**src/rtl/fetch_stage.sv**
```systemverilog
// fetch_stage: instruction-fetch stage of a 5-stage MIPS pipeline.
// It holds PC_F, issues instruction-memory requests and drives the IF/ID
// register (IR_D, pc4_D, valid_D). Taken branches and jumps keep their
// delay slot. A one-entry skid buffer covers hazard stalls, and flush
// redirects fetch for exceptions and ERET.
//
// Ports:
//   clk, reset           clock; asynchronous active-high reset
//   stall                hazard unit holds D and PC_F
//   take_D, npc          taken-redirect strobe (qualified by valid_D) and target
//   flush, flush_pc      exception/ERET redirect, highest priority
//   imem_ack, imem_rdata instruction memory response for imem_addr this cycle
//   imem_req, imem_addr  fetch request; the address equals PC_F
//   PC_F                 current fetch PC
//   IR_D, pc4_D, valid_D IF/ID pipeline register
module fetch_stage #(
    parameter logic [31:0] RESET_PC = 32'h0000_3000
) (
    input  logic        clk,
    input  logic        reset,
    input  logic        stall,
    input  logic        take_D,
    input  logic [31:0] npc,
    input  logic        flush,
    input  logic [31:0] flush_pc,
    input  logic        imem_ack,
    input  logic [31:0] imem_rdata,
    output logic        imem_req,
    output logic [31:0] imem_addr,
    output logic [31:0] PC_F,
    output logic [31:0] IR_D,
    output logic [31:0] pc4_D,
    output logic        valid_D
);

    localparam int unsigned XLEN = 32;

    typedef enum logic {
        ST_FETCH = 1'b0,
        ST_BUF   = 1'b1
    } state_e;

    state_e            state_q, state_d;
    logic [XLEN-1:0]   pc_q, pc_d;
    logic [XLEN-1:0]   buf_q, buf_d;
    logic              redir_pend_q, redir_pend_d;
    logic [XLEN-1:0]   redir_pc_q, redir_pc_d;
    logic [XLEN-1:0]   ir_q, ir_d;
    logic [XLEN-1:0]   pc4_q, pc4_d;
    logic              valid_q, valid_d;

    logic              fetch_ok;
    logic              redirect;
    logic [XLEN-1:0]   inst_f;
    logic [XLEN-1:0]   pc_plus4;

    // State register
    always_ff @(posedge clk or posedge reset) begin
        if (reset) begin
            state_q      <= ST_FETCH;
            pc_q         <= RESET_PC;
            buf_q        <= '0;
            redir_pend_q <= 1'b0;
            redir_pc_q   <= '0;
            ir_q         <= '0;
            pc4_q        <= '0;
            valid_q      <= 1'b0;
        end else begin
            state_q      <= state_d;
            pc_q         <= pc_d;
            buf_q        <= buf_d;
            redir_pend_q <= redir_pend_d;
            redir_pc_q   <= redir_pc_d;
            ir_q         <= ir_d;
            pc4_q        <= pc4_d;
            valid_q      <= valid_d;
        end
    end

    // Next-state logic, in priority order: flush, stall, deliver, bubble
    always_comb begin
        state_d      = state_q;
        pc_d         = pc_q;
        buf_d        = buf_q;
        redir_pend_d = redir_pend_q;
        redir_pc_d   = redir_pc_q;
        ir_d         = ir_q;
        pc4_d        = pc4_q;
        valid_d      = valid_q;

        fetch_ok = (state_q == ST_BUF) || imem_ack;
        inst_f   = (state_q == ST_BUF) ? buf_q : imem_rdata;
        redirect = valid_q & take_D & ~stall;
        pc_plus4 = pc_q + XLEN'(4);

        if (flush) begin
            pc_d         = flush_pc;
            ir_d         = '0;
            pc4_d        = '0;
            valid_d      = 1'b0;
            redir_pend_d = 1'b0;
            state_d      = ST_FETCH;
        end else if (stall) begin
            // Park a word that arrives during a stall so the memory can move on
            if (state_q == ST_FETCH && imem_ack) begin
                buf_d   = imem_rdata;
                state_d = ST_BUF;
            end
        end else if (fetch_ok) begin
            ir_d         = inst_f;
            pc4_d        = pc_plus4;
            valid_d      = 1'b1;
            state_d      = ST_FETCH;
            redir_pend_d = 1'b0;
            // The word delivered now is the delay slot when a redirect applies
            if (redirect) begin
                pc_d = npc;
            end else if (redir_pend_q) begin
                pc_d = redir_pc_q;
            end else begin
                pc_d = pc_plus4;
            end
        end else begin
            ir_d    = '0;
            valid_d = 1'b0;
            // Delay slot is still unfetched at PC_F; remember the target
            if (redirect) begin
                redir_pend_d = 1'b1;
                redir_pc_d   = npc;
            end
        end
    end

    assign imem_req  = (state_q == ST_FETCH);
    assign imem_addr = pc_q;
    assign PC_F      = pc_q;
    assign IR_D      = ir_q;
    assign pc4_D     = pc4_q;
    assign valid_D   = valid_q;

endmodule

```
**config.mk**
```make
export PLATFORM = sky130hd
export DESIGN_NAME = fetch_stage
export DESIGN_NICKNAME = d
export VERILOG_FILES = /design/src/rtl/fetch_stage.sv
export SDC_FILE = /design/constraint.sdc
export NUM_CORES = 1
export LEC_CHECK = 0
export ABC_AREA = 1
export CAP_MARGIN = 10
export CORE_MARGIN = 2
export CORE_UTILIZATION = 45
export DETAILED_ROUTE_END_ITERATION = 7
export GPL_TIMING_DRIVEN = 0
export PLACE_DENSITY = 0.8
export SYNTH_ARGS = -nofsm -noshare
export SYNTH_HDL_FRONTEND = slang
export SYNTH_SLANG_ARGS = --single-unit
```
**constraint.sdc**
```tcl
create_clock -name clk -period 12.2 [get_ports clk]
set_input_delay 2.44 -clock clk [delete_from_list [all_inputs] [get_ports clk]]
set_output_delay 2.44 -clock clk [all_outputs]
set_load 0.02 [all_outputs]
```
* Word-level counts from Yosys, hierarchy flattened *
Cells that the tools add are included.

word-level totals
  register bits after elaboration = 163
  input port bits = 102

cells by class
  $add $sub $neg = 1
  eq/ne operators = 2
  muxes and demuxes = 23
  bitwise gates (word level) = 6
  reductions and logical operators = 10

operators with widths
  kind                                                   number
  2-to-1 mux 32 bit                                      12
  adder 32 x 3 -> 32 bit, second input constant          1
  2-to-1 mux 1 bit                                       11
  AND reduction 2 bit                                    3
  nonzero test 3 bit                                     2
  inverter 1 bit                                         4
  AND reduction 4 bit                                    1
  inequality test 3 x 1 -> 1 bit, second input constant  1
  AND reduction 3 bit                                    1
  bitwise AND 1 bit                                      2
  inequality test 2 x 1 -> 1 bit, second input constant  1
  nonzero test 2 bit                                     1
  logical AND 1 bit                                      1
  logical OR 1 bit                                       1

* Logic depth before layout (Yosys ltp) *
  depth after elaboration = 6
  depth in mapped cells = 12

* Worst setup path after synthesis *
OpenSTA, ideal clock, no wires.

  path kind = input to register
  from = input port flush
  to = register redir_pc_q[0]
  data arrival time = 3435 ps
  data required time = 12075 ps
  setup slack = 8640 ps
  cell stages on the path = 5
  buffers on the path = 2
  cell sequence = buf_2 > clkinv_1 > nand3_1 > buf_4 > mux2_2

between the ends
  cells in the longest elaborated chain, start to end = 2

RTL lines
  what                           line  source
  start: declaration             24    input logic flush,
  inverter 1 bit (no line)       -
  AND reduction 4 bit (no line)  -
  end signal: assignment         73    redir_pc_q <= redir_pc_d;
  end: declaration               47    logic [XLEN-1:0] redir_pc_q, redir_pc_d;

No other way between the ends.
A chain may end at the register's enable or synchronous reset.

* Worst setup path after layout *
  from = register pc_q[13], in the netlist PC_F[13]
  to = output port imem_addr[13]

RTL lines
  what                      line  source
  start: declaration        44    logic [XLEN-1:0] pc_q, pc_d;
  start signal: assignment  70    pc_q <= pc_d;
  end: declaration          29    output logic [31:0] imem_addr,

No word-level cell between the ends.

==> results.py <==
metrics = {
    "logic_synthesis": {
        "ys.warnings.count": 0,
        "synth_area_leader_cell": "dfrtp_1",
        "synth_top_area_share_pct": 47.17,
        "synth_seq_cells": 163,
        "yosysSeqAreaShare_pct": 47.78,
        "synthTopCellsByArea": "dfrtp_1 (47%), nand2_1 (15%), o21ai_0 (6.2%)",
        "netlist_instances": 1065,
        "syn_area_um2": 8542,
        "synthesis.nets": 1168,
        "synth.avg_cell_area_um2": 8.021,
        "synth_cell_type_count": 36,
    },
    "worst_setup_path": {
        "critPathKind": "reg -> out",
        "crit_start": "PC_F[13]",
        "r2r_start": "PC_F[2]",
        "critPathLaunchType": "flip-flop",
        "cpMaxStageDelayCell": "dfstp_2",
        "crit_arrival_ns": 1.76,
        "worst-path-buf-inv": 2,
        "cp_max_fo": 7,
        "r2r_slack_ns": 10.15,
        "cp-endpoint": "imem_addr[13]",
        "r2r-end": "PC_F[28]",
        "worstPathRequired_ns": 9.76,
        "endpoint_kind": "primary output",
        "critPathMaxStageDelay_ns": 0.62,
        "path_depth": 2,
        "path_cells": "buf_4, clkdlybuf4s50_1",
        "path_delay_family": "buffers and inverters",
        "reg2regPathDepth": 12,
    },
    "global_routing": {
        "grt_pass1_wl_mm": 41.66,
        "grt_use_met1_pct": 34.97,
        "grt_start_max_net_pins": 96,
        "first_global_vias": 7716,
        "track_usage_pct": 27.05,
        "use_met3_pct": 6.649,
        "met2_usage_pct": 44.61,
        "busiest_layer": "met2",
        "antenna_found_initial": 0,
        "overflow": 0,
    },
    "floorplanning": {
        "dieArea_um2": 20100,
        "rows": 50,
        "core-area_um2": 18640,
        "start_util_pct": 45.82,
        "pin_count": 232,
        "die_h_um": 141.8,
        "die_width_um": 141.8,
    },
    "sta": {
        "min_period_ns": 4.204,
        "maxSlewViolCount": 0,
        "finalSetupTns_ns": 0,
        "finClkSkew_ns": 0.007372,
        "slew_headroom_pct": 58.58,
        "worstMarginPinSlew_ns": 0.6212,
        "fmax_mhz": 237.8,
        "hold_viol_final": 0,
        "setup_violations": 0,
        "period_share_pct": 34.46,
        "rsz0062_at_grt": "false",
    },
    "route": {
        "antenna_left": 0,
        "firstDrtPassIters": 5,
        "vias_per_cell": 5.198,
        "wl_mm": 26.97,
        "via_count": 8120,
        "wire_per_inst_um": 17.27,
        "drt_iter0_markers": 567,
        "remaining_drc_errors": 0,
    },
    "finish": {
        "drive_gt1_share_pct": 11.45,
        "fillers": 1594,
        "areaGrowthSynthToFinish_pct": 38.45,
        "stdcell_area_um2": 11830,
        "fin_nets": 1418,
        "antennaDiodeCount": 0,
    },
    "run_status": {
        "outcome": "finished clean",
    },
    "clock_tree": {
        "insertion_delay_ns": 0.43,
        "post_cts_buffers": 0,
        "cts_root_buf": "clkbuf_16",
        "cts_buffer_depth": 2,
        "cts-htree-levels": 4,
        "clk_pin_slew_ns": 0.06,
        "cts_hold_buf": 0,
        "cts_sinks": 163,
        "cts_resized": 0,
        "cts_tree": "built",
        "cts-buffers-inserted": 17,
    },
    "placed_design": {
        "routabilityCongestion": 0.9581,
        "placed_area_um2": 11170,
        "dpl.hpwl_mm": 20.21,
        "io_buffers": 230,
    },
    "power_and_ir_drop": {
        "powerDensity_nw_per_um2": 142.4,
        "total_leakage_power_uw": 0.005715,
        "ir_worst_vdd_uv": 104.7,
    },
    "min_path": {
        "min_path_type": "reg -> reg",
    },
    "run": {
        "drv_cap": 0,
    },
}
## placed cells by master (no fill, tap or decap), types with 7 or more instances in the layout
cell and instances:
dfrtp_1 161, mux2_2 34, nor2_1 60, inv_1 88, clkbuf_1 33, a22o_1 8
nor2_2 8, buf_4 35, o211ai_1 7, clkbuf_16 17, a22oi_1 32, a21oi_1 17
clkdlybuf4s50_1 230, or2_2 10, nand2_1 342, nand3_1 53, o21ai_0 105, buf_2 15
a21o_1 15
## worst register-to-register path, cell delays in order, from the launching register on
cell     delay (ns)
dfrtp_1        0.49
ha_1           0.26
nand2_1        0.08
nor2_2         0.18
nand2_2        0.16
nor2_2         0.19
nand2_1        0.08
nand2_1        0.09
nand3_1        0.13
nand2_1        0.09
nand2_1        0.08
nand2_1        0.06
nand2_1        0.04
## metal layers
layer  vias to the layer above  routed length (um)
met2                       345               12850
met4                         0                 648
met5                         -                   0
li1                       3904                   -
met3                        42                1990
met1                      3829               11480
## where the power goes
group	internal (uW)	switching [uW]	leakage (uW)
clock network	366	232	0.000318
logic	198	211	0.00329
registers	612	65.7	0.00211
## how the worst min path moves through the flow
| stage | cells past startpoint | slack [ns] | from | to |
|---|---|---|---|---|
| 4_1_cts | 1 | 0.48 | pc4_D[22] | pc4_D[22] |
| 3_5_place_dp | 1 | 0.47 | pc4_D[22] | pc4_D[22] |
| 5_1_grt | 1 | 0.50 | pc4_D[26] | pc4_D[26] |
| 3_3_place_gp | 2 | 0.46 | redir_pc_q[14] | redir_pc_q[14] |
| 2_1_floorplan | 2 | 0.45 | redir_pc_q[10] | redir_pc_q[10] |
| 6_report | 1 | 0.47 | pc4_D[30] | pc4_D[30] |
## cells in the mapped netlist
cell type,instances
inv_1,89
a22oi_1,32
clkinv_1,2
buf_2,15
o211ai_1,7
o221ai_1,2
o31ai_1,1
o21ai_0,105
nand2_2,1
xor2_1,5
buf_1,1
nor2_4,5
nor2_2,8
a31oi_1,1
inv_2,5
nand3_1,53
nor2_1,60
o21ai_1,2
a211oi_1,1
and2_1,3
nand2_1,342
buf_4,35
nand2_4,1
dfrtp_1,161
clkbuf_1,33
a22o_1,8
mux2_1,4
a21o_1,15
mux2_2,34
xnor2_1,2
ha_1,1
o21ai_2,1
or2_2,10
nand3_2,1
dfstp_2,2
a21oi_1,17
## per-stage QoR
step	utilization (%)	hold slack, ns	std cells	worst slack, ns	total power, uW
global route	63.44	0.4988	1562	7.964	1756
finish	63.44	0.4746	1562	7.996	1684
global placement	59.74	0.4595	1529	3.108	1080
floorplan	-	0.4457	1065	5.358	897.5
CTS	63.44	0.4793	1562	7.984	1688
detailed placement	59.93	0.4651	1530	7.860	1092
## kinds of logic (layout without fill, tap and decap cells)
logic type               count (synthesis)  in the layout  share of synthesized area [%]
multiplexers                            38             38                          5.010
AO/OA/AOI/OAI                          192            192                          13.39
flip-flops                             163            163                          47.78
adder cells (fa/ha/maj)                  1              1                         0.1465
AND/OR/NAND/NOR                        484            484                          23.29
buffers and inverters                  180            443                          9.667
XOR/XNOR                                 7              7                         0.7178
## sequential cells by signal, summed over array words and instances, names as in the netlist
| name | count |
|---|---|
| valid_D | 1 |
| PC_F | 32 |
| pc4_D | 32 |
| redir_pend_q | 1 |
| redir_pc_q | 32 |
| state_q | 1 |
| IR_D | 32 |
| buf_q | 32 |
## area by class of cell
| class | count | area [um2] | share of cell area, % |
|---|---|---|---|
| buffer | 84 | 465.4 | 3.936 |
| clock buffer | 17 | 425.4 | 3.597 |
| clock inverter | 15 | 229.0 | 1.936 |
| inverter | 96 | 367.9 | 3.110 |
| multi-input combinational | 722 | 3635 | 30.73 |
| sequential | 163 | 4081 | 34.51 |
| tap | 234 | 292.8 | 2.476 |
| timing repair buffer | 231 | 2330 | 19.70 |
(Power assumes the default switching activity.)
